## config.mk

```make
export PLATFORM = sky130hd
export DESIGN_NAME = serial_subtractor
export DESIGN_NICKNAME = d
export VERILOG_FILES = /design/src/rtl/serial_subtractor.sv
export SDC_FILE = /design/constraint.sdc
export NUM_CORES = 1
export LEC_CHECK = 0
export ABC_CLOCK_PERIOD_IN_PS = 6400
export CAP_MARGIN = 40
export CORE_MARGIN = 8
export CORE_UTILIZATION = 50
export CTS_CLUSTER_SIZE = 30
export DETAILED_ROUTE_END_ITERATION = 12
export PLACE_DENSITY = 0.78
export SYNTH_ARGS = -nofsm -noshare
export SYNTH_HDL_FRONTEND = slang
export SYNTH_SLANG_ARGS = --single-unit
```

## constraint.sdc

```tcl
create_clock -name clk -period 6.4 [get_ports clk]
set_clock_uncertainty 0.1 [all_clocks]
set_input_delay 1.92 -clock clk [delete_from_list [all_inputs] [get_ports clk]]
set_output_delay 1.92 -clock clk [all_outputs]
set_load 0.01 [all_outputs]
```

## src/rtl/serial_subtractor.sv

```systemverilog
// -----------------------------------------------------------------------------
// serial_subtractor
//   Multi-cycle ripple-borrow subtractor. It computes diff = a - b one digit
//   (DIGIT_WIDTH bits) per clock and carries a registered borrow between
//   digits. Valid/ready handshakes on both sides let it sit between pipelined
//   producers and consumers. It trades latency for a narrow datapath.
//
//   Result format matches the combinational ripple-carry adder:
//     diff       = {final borrow, a - b mod 2^DATA_WIDTH}
//                  (this is a - b as a (DATA_WIDTH+1)-bit two's-complement value)
//     borrow_int = borrow into each bit position (bit 0 is always 0)
//
// Parameters
//   DATA_WIDTH   operand width in bits (>= 1)
//   DIGIT_WIDTH  bits processed per clock; must divide DATA_WIDTH
//
// Ports
//   clk         rising-edge clock
//   rst         asynchronous, active-high reset
//   in_valid    a/b are valid
//   in_ready    operands accepted (high only in IDLE)
//   a, b        unsigned minuend / subtrahend
//   out_valid   diff/borrow_int hold a completed result (DONE)
//   out_ready   consumer takes the result
//   diff        {borrow_out, a-b}
//   borrow_int  per-bit borrow-in vector
//   busy        high in RUN and DONE
// -----------------------------------------------------------------------------
module serial_subtractor #(
    parameter int DATA_WIDTH  = 8,
    parameter int DIGIT_WIDTH = 1
) (
    input  logic                  clk,
    input  logic                  rst,
    input  logic                  in_valid,
    output logic                  in_ready,
    input  logic [DATA_WIDTH-1:0] a,
    input  logic [DATA_WIDTH-1:0] b,
    output logic                  out_valid,
    input  logic                  out_ready,
    output logic [DATA_WIDTH:0]   diff,
    output logic [DATA_WIDTH-1:0] borrow_int,
    output logic                  busy
);

    // -------------------------------------------------------------------------
    // Derived sizes
    // -------------------------------------------------------------------------
    localparam int N  = DATA_WIDTH / DIGIT_WIDTH;
    localparam int CW = (N > 1) ? $clog2(N) : 1;
    // Wide enough to hold any bit index 0..DATA_WIDTH-1.
    localparam int IW = $clog2(DATA_WIDTH) + 1;
    localparam logic [CW-1:0] LAST = CW'(N - 1);

    generate
        if (DATA_WIDTH < 1 || DIGIT_WIDTH < 1 || (DATA_WIDTH % DIGIT_WIDTH) != 0) begin : g_bad_cfg
            $error("serial_subtractor: DIGIT_WIDTH must be >= 1 and divide DATA_WIDTH (>= 1)");
        end
    endgenerate

    // -------------------------------------------------------------------------
    // FSM encoding
    // -------------------------------------------------------------------------
    localparam logic [1:0] S_IDLE = 2'd0;
    localparam logic [1:0] S_RUN  = 2'd1;
    localparam logic [1:0] S_DONE = 2'd2;

    logic [1:0]            r_state;
    logic [DATA_WIDTH-1:0] r_a;
    logic [DATA_WIDTH-1:0] r_b;
    logic [CW-1:0]         r_cnt;
    logic                  r_borrow;
    logic [DATA_WIDTH:0]   r_diff;
    logic [DATA_WIDTH-1:0] r_bint;

    // -------------------------------------------------------------------------
    // Digit datapath: one DIGIT_WIDTH-wide ripple-borrow slice
    // -------------------------------------------------------------------------
    logic [IW-1:0]          w_lo;   // lowest bit index of the current digit
    logic [DIGIT_WIDTH-1:0] w_a_dig;
    logic [DIGIT_WIDTH-1:0] w_b_dig;
    logic [DIGIT_WIDTH-1:0] w_d;
    logic [DIGIT_WIDTH:0]   w_br;   // w_br[j] = borrow into bit j of the digit
    logic                   w_accept;
    logic                   w_last;

    always_comb begin
        w_lo    = IW'(r_cnt) * IW'(DIGIT_WIDTH);
        w_a_dig = r_a[w_lo +: DIGIT_WIDTH];
        w_b_dig = r_b[w_lo +: DIGIT_WIDTH];
        w_d     = '0;
        w_br    = '0;
        w_br[0] = r_borrow;
        for (int j = 0; j < DIGIT_WIDTH; j++) begin
            w_d[j]    = w_a_dig[j] ^ w_b_dig[j] ^ w_br[j];
            // Borrow out when a<b at this bit, or when equal and a borrow came in.
            w_br[j+1] = (~w_a_dig[j] & w_b_dig[j]) |
                        (~(w_a_dig[j] ^ w_b_dig[j]) & w_br[j]);
        end
    end

    assign w_accept = in_valid && (r_state == S_IDLE);
    assign w_last   = (r_cnt == LAST);

    // -------------------------------------------------------------------------
    // Control and state
    // -------------------------------------------------------------------------
    always_ff @(posedge clk or posedge rst) begin
        if (rst) begin
            r_state  <= S_IDLE;
            r_a      <= '0;
            r_b      <= '0;
            r_cnt    <= '0;
            r_borrow <= 1'b0;
        end else begin
            case (r_state)
                S_IDLE: begin
                    if (w_accept) begin
                        r_a      <= a;
                        r_b      <= b;
                        r_cnt    <= '0;
                        r_borrow <= 1'b0;
                        r_state  <= S_RUN;
                    end
                end
                S_RUN: begin
                    r_borrow <= w_br[DIGIT_WIDTH];
                    r_cnt    <= r_cnt + 1'b1;
                    if (w_last) begin
                        r_state <= S_DONE;
                    end
                end
                S_DONE: begin
                    if (out_ready) begin
                        r_state <= S_IDLE;
                    end
                end
                default: r_state <= S_IDLE;
            endcase
        end
    end

    // -------------------------------------------------------------------------
    // Result registers: written only in RUN, so they hold through DONE and
    // keep their last value in IDLE.
    // -------------------------------------------------------------------------
    always_ff @(posedge clk or posedge rst) begin
        if (rst) begin
            r_diff <= '0;
            r_bint <= '0;
        end else if (r_state == S_RUN) begin
            r_diff[w_lo +: DIGIT_WIDTH] <= w_d;
            for (int j = 0; j < DIGIT_WIDTH; j++) begin
                r_bint[w_lo + IW'(j)] <= w_br[j];
            end
            if (w_last) begin
                r_diff[DATA_WIDTH] <= w_br[DIGIT_WIDTH];
            end
        end
    end

    // -------------------------------------------------------------------------
    // Outputs
    // -------------------------------------------------------------------------
    assign in_ready   = (r_state == S_IDLE);
    assign out_valid  = (r_state == S_DONE);
    assign busy       = (r_state != S_IDLE);
    assign diff       = r_diff;
    assign borrow_int = r_bint;

    // A presented result must equal the difference of the captured operands.
    a_diff_ok: assert property (@(posedge clk) disable iff (rst)
        out_valid |-> (diff == ({1'b0, r_a} - {1'b0, r_b})));

endmodule

```

After elaboration in Yosys (flattened, before gate mapping)

Index checks and enable logic that the tools add are counted.

Equality and inequality tests: 6
Multipliers: 0
Multiplexer cells: 13
Reduce and logical (&&, ||, !) cells: 8
Magnitude comparators: 2
Divide/modulo/power cells: 0
Bitwise operators: 7
Shifts and indexed selects: 4
Add/sub/neg operators: 2

Operators with widths:

| operator                | count |
|---|---|
| $shiftx A8 B4 Y1        | 2 |
| $bwmux W9               | 1 |
| $shift A1 B6 Y9 const A | 1 |
| $shiftx A1 B6 Y9        | 1 |
| $bwmux W8               | 1 |
| $mux W2                 | 3 |
| $neg A3 Y6              | 1 |
| $pmux W2 S3             | 1 |
| $pmux W3 S2             | 1 |
| $lt A3 B4 Y1 const B    | 1 |
| $ne A2 B1 Y1 const B    | 2 |
| $reduce_and A2 Y1       | 2 |
| $reduce_bool A2 Y1      | 2 |
| $add A3 B1 Y3 const B   | 1 |
| $demux W1 S3            | 1 |
| $eq A3 B3 Y1 const B    | 1 |
| $ge A3 B1 Y1 const B    | 1 |
| $mux W1                 | 3 |
| $mux W3                 | 1 |
| $reduce_and A3 Y1       | 1 |
| $and A1 B1 Y1           | 2 |
| $eq A2 B1 Y1 const B    | 1 |
| $eq A2 B2 Y1 const B    | 1 |
| $logic_and A1 B1 Y1     | 2 |
| 6 further kinds         | 8 |

Memories kept: 0
Latch bits: 0
Word-level logic and storage cells: 49
Bits in registers: 39
Input bits: 20
Memory bits (read-only): 0
Output and inout port bits: 20
RAM bits: 0

Depth between registers and ports, before layout

Depth in word-level cells: 6
Mapped depth: 8
Gate-level depth less buffers: 7

Worst setup path before layout

Ideal clock, no wire load.

Kind: flip-flop to output port
Start point: reg r_state[1]
End point: out in_ready
Required time: 4.380 ns
Cell stages (with the launch flop): 3
Setup slack: 3.490 ns
Arrival time: 0.890 ns
Buffers on the path: 0
Cell sequence: dfrtp_1 or2_2 inv_1

Word-level cells in the longest chain between the ends: 1

Ends and longest elaborated chain:

| item                   | RTL line | RTL |
|---|---|---|
| start, declared        | 68       | `logic [1:0] r_state;` |
| start signal, assigned | 110      | `r_state <= S_IDLE;` |
| start signal, assigned | 123      | `r_state <= S_RUN;` |
| start signal, assigned | 130      | `r_state <= S_DONE;` |
| $logic_not A2 Y1       | 165      | `assign in_ready = (r_state == S_IDLE);` |
| end, declared          | 36       | `output logic in_ready,` |

Every way passes these cells.

Worst setup path in the final report

Same ends and word-level chain as after synthesis.

==> results.md <==
- Site row count: 23
- Synth-to-Final Area Change: 25.0%
- Post-synth EDFFs: 0
- Seq cells post-synth: 39
- Syn Nets: between 150 and 200
- # DRC: 0
- Tightest Pin Transition: ~790 ps
- Data arrival, critical path: around 1700 ps
- CTS Buf Count: 5
- Antenna violations before repair: 0
- Final Critical Period: between 3000 and 4000 ps
- Detailed placer's ending HPWL: between 2000 and 3000 um
- Reg clk slew, reported paths: 70 ps
- CTS tree: yes
- PostCTS Resize Cnt: 0
- Worst-path fanout max: 7
- 1st-iter DRT viols: approximately 70
- Die Wd: 79.5 um
- Setup WS post-layout: ~2700 ps
- HP Class: flop to flop
- CP top delay family: buffers and inverters
- Pwr/cell area: between 500 and 600 nW/um^2
- Vias per std cell: 5.36
- Nets: ~220
- Die H: about 79 um
- CP bufs+invs: 2
- Root buf cell: clkbuf_8
- RSZ-0062 raised after global routing: no
- Outcome: complete, no violations
- Crit path cell chain: or2_2 -> inv_1 -> clkdlybuf4s50_1
- Clk buf depth: 2
- Antenna Nets Post-Route: 0
- Period utilization: 0.578
- Worst r2r src: r_cnt[0]$_DFFE_PP0P_
- Crit end category: primary output
- Hold path endpoint: r_b[2]$_DFFE_PP0P_
- Setup Crit Path Kind: flop to primary output
- DR vias: around 1300
- RR Endpoint: diff[8]$_DFFE_PP0P_
- Initial Util: 0.511
- CTS sink count: 39
- Placement Setup Slack: slightly below 3000 ps
- Top_reg_cell synth: dfrtp_1
- Async SR Flop Fraction: 1.00
- Max VDD drop: about 0.32 mV
- First-pass GRT wire length: between 6000 and 7000 um
- Initial DRT Pass Iterations: 4
- Final Slew Violations: 0
- Number of max-cap violations: 0
- Post-synth cell types: slightly above 40
- # port buffers: 39
- YS warnings: 0
- Syn Inst Count: approximately 150
- H-tree depth: 2
- Final setup vio count: 0
- Total die area: approximately 6300 um^2
- Hold_buf cts: 0
- Gpl congestion: 0.835
- WL per Instance: around 16 um
- Critical Path Max Stage Delay: ~530 ps
- Fillers: 297
- Setup TNS: 0 ps
- Share of cells above drive strength 1: 0.139
- Mapped cell area: between 2000 and 2500 um^2
- Internal reg-to-reg setup slack: about 3200 ps
- Hold Startpoint: r_b[2]$_DFFE_PP0P_
- CP max-delay cell: clkdlybuf4s50_1
- IO Pins: 40
- Fmax: approximately 270 MHz
- Antenna Cells: 0
- Critical path launch point type: flop
- Fin. Hold Viols: 0
- Syn Area/Cell: roughly 13 um^2
- Worst Path Required: roughly 4400 ps
- Worst skew pair latency: 290 ps
- Setup Buffers After CTS: 0
- Vias in the first global route: 1389
- Lkg Pwr: 0.00108 uW
- Commonest cells after routing, fill and taps aside: dfrtp_1, clkdlybuf4s50_1, mux2_1
- Final WL: a little under 4000 um
- Register area share after synthesis: 0.484
- Power Total: around 1300 uW
- Largest net degree at the start of global routing: 40
- Core area: around 3900 um^2
- Global Route Usage Sum: 0.130
- Hold path cells: 1
- R2R cell count: 7
- Slew margin rel.: 0.474
- Grt ovf: 0
## worst max path at each step
stage	startpoint	to	slack (ps)	cells past startpoint
final	r_state[1]$_DFFE_PP0P_	in_ready	2700	3
after global routing	r_state[1]$_DFFE_PP0P_	in_ready	2620	3
after CTS	r_state[1]$_DFFE_PP0P_	in_ready	2680	3
after global placement	in_valid	r_b[5]$_DFFE_PP0P_	3030	4
after floorplan	rst	borrow_int[0]$_DFFE_PP0P_	3490	1
after detailed placement	in_valid	r_b[5]$_DFFE_PP0P_	2960	4
## layer usage
layer,global-route usage,wire length [um]
met1,0.153,1710
met2,0.214,1860
met3,0.0507,258
met4,0.0389,48
met5,0,0
## cell type report
cell class                      count  area (um^2)  share of cell area
Clock buffer                        8          100              0.0397
Tap cell                           50         62.6              0.0248
Inverter                            7         26.3              0.0104
Multi-Input combinational cell     99          948               0.377
Sequential cell                    39          976               0.387
Timing Repair Buffer               41          405               0.161
## Yosys cell counts, drive strengths merged, types with 2 or more instances
library cell / n / area share
a21oi: 2 / 0.0050
a31oi: 2 / 0.0062
buf: 9 / 0.032
dfrtp: 39 / 0.48
ha: 7 / 0.043
inv: 7 / 0.013
mux2: 31 / 0.18
mux4: 4 / 0.045
nand2: 7 / 0.013
nand2b: 3 / 0.0093
nand3: 7 / 0.017
nand4: 3 / 0.0093
nor2: 5 / 0.013
nor3: 2 / 0.0050
nor3b: 2 / 0.0099
nor4: 4 / 0.022
nor4b: 2 / 0.024
o21ai: 3 / 0.0074
or3: 2 / 0.0062
## registers in the layout (all words and copies together) (netlist names)
register	flops
diff	9
borrow_int	8
r_a	8
r_b	8
r_state	2
r_borrow	1
r_cnt	3
## power by group
group,switching [uW],internal [uW],total (uW)
sequential,111,360,472
clock,82.3,98.3,181
combinational,314,346,660
## logic make-up (layout without fill, tap and decap cells)
logic type / after synthesis / after routing / share of synthesized area
and+or+nand+nor: 42 / 42 / 0.151
DFF: 39 / 39 / 0.484
muxes: 36 / 36 / 0.225
buffers and inverters: 16 / 56 / 0.0453
AOI/OAI and AO/OA: 13 / 13 / 0.0416
adders and majority gates: 8 / 8 / 0.0534
## through the flow
stage | util | hold slack, ps | cells | instance area (um^2)
floorplan | - | 352 | 154 | 2020
global placement | 0.613 | 362 | 236 | 2420
detailed placement | 0.613 | 374 | 236 | 2420
CTS | 0.639 | 390 | 244 | 2520
global route | 0.639 | 406 | 244 | 2520
finish | 0.639 | 385 | 244 | 2520
Note: power is estimated with default switching activity, not from simulation.
